`config.mk`:
```
export PLATFORM = sky130hd
export DESIGN_NAME = encoder_n_serial
export DESIGN_NICKNAME = d
export VERILOG_FILES = /design/src/rtl/encoder_n_serial_pkg.sv /design/src/rtl/encoder_n_serial_prio.sv /design/src/rtl/encoder_n_serial.sv
export SDC_FILE = /design/constraint.sdc
export NUM_CORES = 1
export LEC_CHECK = 0
export CORE_MARGIN = 10
export CORE_UTILIZATION = 50
export DETAILED_ROUTE_END_ITERATION = 16
export GPL_ROUTABILITY_DRIVEN = 1
export MAX_ROUTING_LAYER = met4
export PLACE_DENSITY = 0.79
export SKIP_CTS_REPAIR_TIMING = 1
export SYNTH_ARGS = -nofsm -noshare
export SYNTH_HDL_FRONTEND = slang
export SYNTH_SLANG_ARGS = --single-unit
```
`constraint.sdc`:
```
create_clock -name clk -period 3 [get_ports clk]
set_input_delay 0.45 -clock clk [delete_from_list [all_inputs] [get_ports clk]]
set_output_delay 0.45 -clock clk [all_outputs]
set_load 0.02 [all_outputs]
```
`src/rtl/encoder_n_serial_pkg.sv`:
```
// Shared types and helpers for the serial N-bit request encoder.
// The one-hot test takes a fixed-width vector so any N up to MAX_N can use it.
package enc_pkg;

    localparam int MAX_N = 64;

    typedef enum logic [0:0] {
        IDLE = 1'b0,
        EMIT = 1'b1
    } state_t;

    // True when exactly one bit of vec is set.
    function automatic logic onehot_cnt_is1(input logic [MAX_N-1:0] vec);
        logic [MAX_N-1:0] low_clr;
        low_clr = vec & (vec - {{(MAX_N-1){1'b0}}, 1'b1});
        return (vec != {MAX_N{1'b0}}) && (low_clr == {MAX_N{1'b0}});
    endfunction

endpackage

```
`src/rtl/encoder_n_serial_prio.sv`:
```
// Combinational priority encoder: index of the first set bit of vec,
// scanning upward from bit 0 when LSB_FIRST=1, downward from bit N-1 otherwise.
module prio_enc_n #(
    parameter int N         = 8,
    parameter bit LSB_FIRST = 1'b1,
    localparam int W        = $clog2(N)
) (
    input  logic [N-1:0] vec,
    output logic [W-1:0] idx,
    output logic         found
);

    // Later loop iterations overwrite earlier ones, so scan from lowest to highest priority.
    always_comb begin
        idx   = {W{1'b0}};
        found = |vec;
        if (LSB_FIRST) begin
            for (int i = N - 1; i >= 0; i--) begin
                idx = vec[i] ? W'(i) : idx;
            end
        end else begin
            for (int i = 0; i < N; i++) begin
                idx = vec[i] ? W'(i) : idx;
            end
        end
    end

endmodule

```
`src/rtl/encoder_n_serial.sv`:
```
// Serial encoder: accepts a multi-hot vector and streams the index of every
// set bit in priority order, one per output handshake, with a single beat for all-zero.
module encoder_n_serial
    import enc_pkg::*;
#(
    parameter int N         = 8,
    parameter bit LSB_FIRST = 1'b1,
    localparam int W        = $clog2(N)
) (
    input  logic         clk,
    input  logic         rst,
    input  logic         in_valid,
    output logic         in_ready,
    input  logic [N-1:0] in_vec,
    output logic         out_valid,
    input  logic         out_ready,
    output logic [W-1:0] out_idx,
    output logic         out_none,
    output logic         out_last
);

    state_t           state_r;
    state_t           state_nxt_s;
    logic [N-1:0]     pending_r;
    logic             none_r;
    logic [W-1:0]     idx_s;
    logic             found_s;
    logic [N-1:0]     clr_mask_s;
    logic [MAX_N-1:0] pend_ext_s;
    logic             acc_s;
    logic             beat_s;

    prio_enc_n #(
        .N         (N),
        .LSB_FIRST (LSB_FIRST)
    ) u_prio (
        .vec   (pending_r),
        .idx   (idx_s),
        .found (found_s)
    );

    assign acc_s  = in_valid & in_ready;
    assign beat_s = out_valid & out_ready;

    // Bit to drop from pending once the current beat is consumed.
    always_comb begin
        clr_mask_s = {{(N-1){1'b0}}, found_s} << idx_s;
    end

    // Zero-extend pending to the helper's fixed width.
    always_comb begin
        pend_ext_s          = {MAX_N{1'b0}};
        pend_ext_s[N-1:0]   = pending_r;
    end

    // State register.
    always_ff @(posedge clk or posedge rst) begin
        if (rst) begin
            state_r <= IDLE;
        end else begin
            state_r <= state_nxt_s;
        end
    end

    // Pending vector and all-zero flag, loaded on input handshake and drained per beat.
    always_ff @(posedge clk or posedge rst) begin
        if (rst) begin
            pending_r <= {N{1'b0}};
            none_r    <= 1'b0;
        end else if (acc_s) begin
            pending_r <= in_vec;
            none_r    <= (in_vec == {N{1'b0}});
        end else if (beat_s) begin
            pending_r <= pending_r & ~clr_mask_s;
            none_r    <= none_r;
        end else begin
            pending_r <= pending_r;
            none_r    <= none_r;
        end
    end

    // Next-state logic.
    always_comb begin
        state_nxt_s = state_r;
        case (state_r)
            IDLE: begin
                if (in_valid) begin
                    state_nxt_s = EMIT;
                end else begin
                    state_nxt_s = IDLE;
                end
            end
            EMIT: begin
                if (out_ready && out_last) begin
                    state_nxt_s = IDLE;
                end else begin
                    state_nxt_s = EMIT;
                end
            end
            default: begin
                state_nxt_s = IDLE;
            end
        endcase
    end

    // Outputs: decoded from state and pending, so they hold while stalled.
    always_comb begin
        in_ready  = 1'b0;
        out_valid = 1'b0;
        out_idx   = {W{1'b0}};
        out_none  = 1'b0;
        out_last  = 1'b0;
        case (state_r)
            IDLE: begin
                in_ready = 1'b1;
            end
            EMIT: begin
                out_valid = 1'b1;
                out_idx   = idx_s;
                out_none  = none_r;
                out_last  = none_r | onehot_cnt_is1(pend_ext_s);
            end
            default: begin
                in_ready = 1'b0;
            end
        endcase
    end

endmodule

```
# Yosys cells after proc, flatten, opt, wreduce, memory -nomap -nowiden
# Index checks and enable logic that the tools add are counted.
# totals
wordCells	37
regBits	10
# classes
muxes	18
n_addsub	1
shifts	1
bitwise_logic	7
n_reduce_logical	7
# ops
cell	n
8-bit by 64-bit AND with 64-bit output	1
64-bit logical NOT	1
64-bit nonzero test	1
3-bit 2-to-1 mux	9
8-bit 2-to-1 mux	2
8-bit by 1-bit subtractor with 9-bit output, second input constant	1
8-bit AND	1
8-bit logical NOT	1
8-bit NOT	1
8-bit OR reduction	1
1-bit by 3-bit left shift with 8-bit output	1
1-bit 2-to-1 mux	6
1-bit AND	2
1-bit logical AND	2
1-bit case mux with 2 select lines	1
2-bit nonzero test	1
1-bit NOT	1
1-bit bitwise OR	1

# Logic depth before layout (Yosys ltp)
# logic_depth
depth_word	13
mapped_depth	5
mapped_depth_nobuf	4

# Modules after synthesis
# Synthesis repeated with hierarchy kept, for this count alone.
# unflattened
hier_cells	86
area_unflattened_um2	673.1
# by_module_without_submodules
module	instances	cells_each	area_each_um2
encoder_n_serial	1	73	593.1
prio_enc_n	1	13	80.1

# Worst setup path before layout
# No wires, ideal clock.
# synth_timing
path_type	flip-flop to output port
from	reg pending_r[1]
to	out out_last
arrival_time_ps	1535
path_stages_with_launch	6
path_buffers	1
path_slack_ps	1015
cell_sequence	dfrtp_1 buf_6 nor4_1 o211ai_1 a32o_1 a21oi_1
# synth_between
elab_chain_len	6
word_cells_on_any_way	7
# synth_rtl
item	line	text
from (decl)	encoder_n_serial.sv:24	logic [N-1:0] pending_r;
from (signal assigned)	encoder_n_serial.sv:68	pending_r <= {N{1'b0}};
from (signal assigned)	encoder_n_serial.sv:71	pending_r <= in_vec;
from (signal assigned)	encoder_n_serial.sv:74	pending_r <= pending_r & ~clr_mask_s;
8-bit by 1-bit subtractor with 9-bit output	encoder_n_serial_pkg.sv:15	low_clr = vec & (vec - {{(MAX_N-1){1'b0}}, 1'b1});
8-bit by 64-bit AND with 64-bit output	encoder_n_serial_pkg.sv:15	
64-bit logical NOT	encoder_n_serial_pkg.sv:16	return (vec != {MAX_N{1'b0}}) && (low_clr == {MAX_N{1'b0}});
1-bit logical AND (*)	encoder_n_serial_pkg.sv:16	
1-bit bitwise OR (*)	encoder_n_serial.sv:121	out_last = none_r | onehot_cnt_is1(pend_ext_s);
1-bit 2-to-1 mux (*)	encoder_n_serial.sv:113	case (state_r)
to (decl)	encoder_n_serial.sv:19	output logic out_last
# Mark *: on every way between the ends. The rest lies on a longest branch, timed or not.

# Final worst setup path
# Same ends and word-level chain as after synthesis.

==> metrics.cfg <==
[synth]
synthesis.area_um2=720.7
netlist_top_cells_count=dfrtp_1, nor2_1, nand2_1, a21oi_1, o21ai_0
synth_cell_types=32
ffs_latches_synth=10
register_area_share_after_synthesis_pct=34.72
yosys.area.top_type_share_pct=34.72
yosysWarningCount=0
asyncSetResetFlopFracSynth_pct=100.0
synth_top_flop_cell=dfrtp_1
avgSynthCellArea_um2=8.284
yosysMostFrequentCell=dfrtp_1
synth_area_leaders=dfrtp_1, nor2_1, buf_6, a21oi_1, o21ai_0
syn_nets=99
synth_largest_area_cell=dfrtp_1
gate_count_after_technology_mapping=87
synth_enable_flop_cells=0

[global_route]
via_count_of_the_first_global_routing_pass=718
grt_overflow_total=0
grt_use_total_pct=12.39
antenna_found_initial=0
grt_first_pass_wirelength_mm=3.270
maximum_number_of_pins_on_one_net_before_global_route_repair=11

[critical_path]
start_kind=flip-flop
critPathMaxFanout=8
worst_ep_arrival_time_ns=2.29
timing.critical_path.to_type=output pin
cp.required_ns=2.55
category_of_the_critical_setup_timing_path=flip-flop to output pin

[cells_and_area]
diodes=0
layout_cell_share_with_drive_strength_beyond_1_pct=6.796
flow.area_growth_from_synthesis_pct=23.44
design.final.nets=117
layout.core_utilization_pct=66.70
final.fill_count=118
layoutNonFillerInstCount=118

[drt]
drt_pass1_iterations=4
detail_route.iter0.violations=31
routed_wire_length_mm=1.948
drc=0
routed_wire_length_per_instance_um=16.51
post_detailed_route_count_of_antenna_violating_nets=0
viasPerCell=6.339
vias=748

[power_and_ir_drop]
netSwitchingFraction_pct=47.37
p_total_w=0.0009962
share_seq_of_total_power_pct=26.5
switchingPower_w=0.0004719
total_leakage_power_nw=0.3688
internal_power_w=0.0005243
power_density_mw_per_mm2=1120
power.clock.fraction_pct=9.0
ir_worst_vdd_uv=625.6
combinational_group_share_of_total_power_pct=64.5

[clock_tree]
cts_made_buffers=3
cts.clk_slew.worst_paths_ns=0.07
cts.sink_count=10
buffer_cell_driving_the_clock_tree_root=clkbuf_4
tritoncts_clock_tree=yes
htree_levels=1
clock_insertion_delay_at_the_later_pin_of_the_skew_report_ns=0.27
cts-root-to-sink-buffers=2

[sta]
slew-limit-headroom_pct=57.21
hold_slack_ns=0.4593
hold_violations=0
slew_violations=0
tightest_slew_ns=0.6406
rsz0062_at_grt=false
min_period_ns=2.735
timing.final.crit_share_pct=91.17
achievable-frequency_ghz=0.3656
finalClockSkew_ns=0.01129
timing.setup.tns_ns=0
final-setup-viol-count=0

[floorplan]
die_footprint_mm2=0.003360
pin_count=19
dieWidth_um=57.97
floorplan.core_area_mm2=0.001334
fp.dieH_um=57.97
floorplan.rows=13
floorplan.initialDensity_pct=54.03

[place]
globalplace.congestion=0.8795
dpl.cell_count=115
post-dp-hpwl_mm=1.511
io_buffer_count=18

[job]
max-cap-violations=0

[status]
outcome=finished clean

[worst_hold_path]
min_path_type=primary input to asynchronous set/reset pin

[critical path, cell delays in order, from the launching register on]
cell and delay [ns]:
dfrtp_1 0.46, nor4_1 0.39, o211ai_1 0.17, a32o_1 0.24, a21oi_1 0.14, clkdlybuf4s50_1 0.62
[area by class of cell]
cell class	instances	area [um^2]	area share (%)
Timing Repair Buffer	19	187.7	21.10
Tap cell	15	18.77	2.110
Clock buffer	3	22.52	2.532
Sequential cell	10	250.2	28.13
Inverter	5	18.77	2.110
Multi-Input combinational cell	66	391.6	44.02
[cells in the final DEF, fill, tap and decap left out]
master and n:
clkdlybuf4s50_1 18, dfrtp_1 10, nor2_1 9, nand2_1 8, o21ai_0 6, a21oi_1 6, inv_1 5, o211ai_1 4
a22oi_1 4, nor4_1 4, nand3_1 3, clkbuf_4 3, nor2b_1 2, nand4_1 2, o21ai_1 2, nor3_1 2
and2_1 1, nor2_4 1, and2b_2 1, o21bai_1 1, a21boi_0 1, or4_4 1, o311a_1 1, or3_1 1
xor2_1 1, a32o_1 1, a311oi_1 1, a221o_1 1, or4_1 1, a22o_1 1, buf_4 1
[state kept, by name, indices dropped and copies added, names as in the netlist]
signal / flops
pending_r: 8
none_r: 1
state_r: 1
[metrics by stage]
stage	worst slack, ns	area (um^2)
floorplan	1.015	720.7
global placement	0.5870	867.1
detailed placement	0.5477	867.1
CTS	0.2534	889.6
global route	0.06929	889.6
finish	0.2649	889.6
[cells by family (layout without fill, tap and decap cells)]
logic type	Yosys count	in the layout	share of synthesized area, %
flops	10	10	34.72
xor+xnor	1	1	1.215
simple gates	36	36	26.39
compound gates	29	29	26.74
buf+inv	11	27	10.94
[metal layers]
metal,vias up,track usage (%),wire [um]
met1,357,14.55,812
li1,355,-,-
met5,-,-,0
met3,2,4.575,157
met4,0,3.356,6
met2,34,19.33,971
[power by group through the flow]
| stage | Clock, W | Combinational (W) | Sequential (W) |
|---|---|---|---|
| 2_1_floorplan | 0 | 0.000487 | 0.000222 |
| 3_3_place_gp | 0 | 0.000634 | 0.000258 |
| 3_5_place_dp | 0 | 0.000634 | 0.000263 |
| 4_1_cts | 0.0000932 | 0.000639 | 0.000260 |
| 5_1_grt | 0.0000992 | 0.000701 | 0.000271 |
| 6_report | 0.0000900 | 0.000643 | 0.000264 |
[final timing paths]
kind                         startpoint            to  cells past startpoint  slack, ns
setup / recovery           pending_r[1]      out_last                      5       0.26
hold / removal                      rst  pending_r[3]                      2       0.46
setup reg to reg           pending_r[1]  pending_r[7]                      4       1.10
hold reg to reg            pending_r[7]  pending_r[7]                      2       0.60
max in group asynchronous           rst        none_r                      2       2.25
min in group clk           pending_r[7]  pending_r[7]                      2       0.60
No activity file was read; power rests on OpenSTA's default activity.
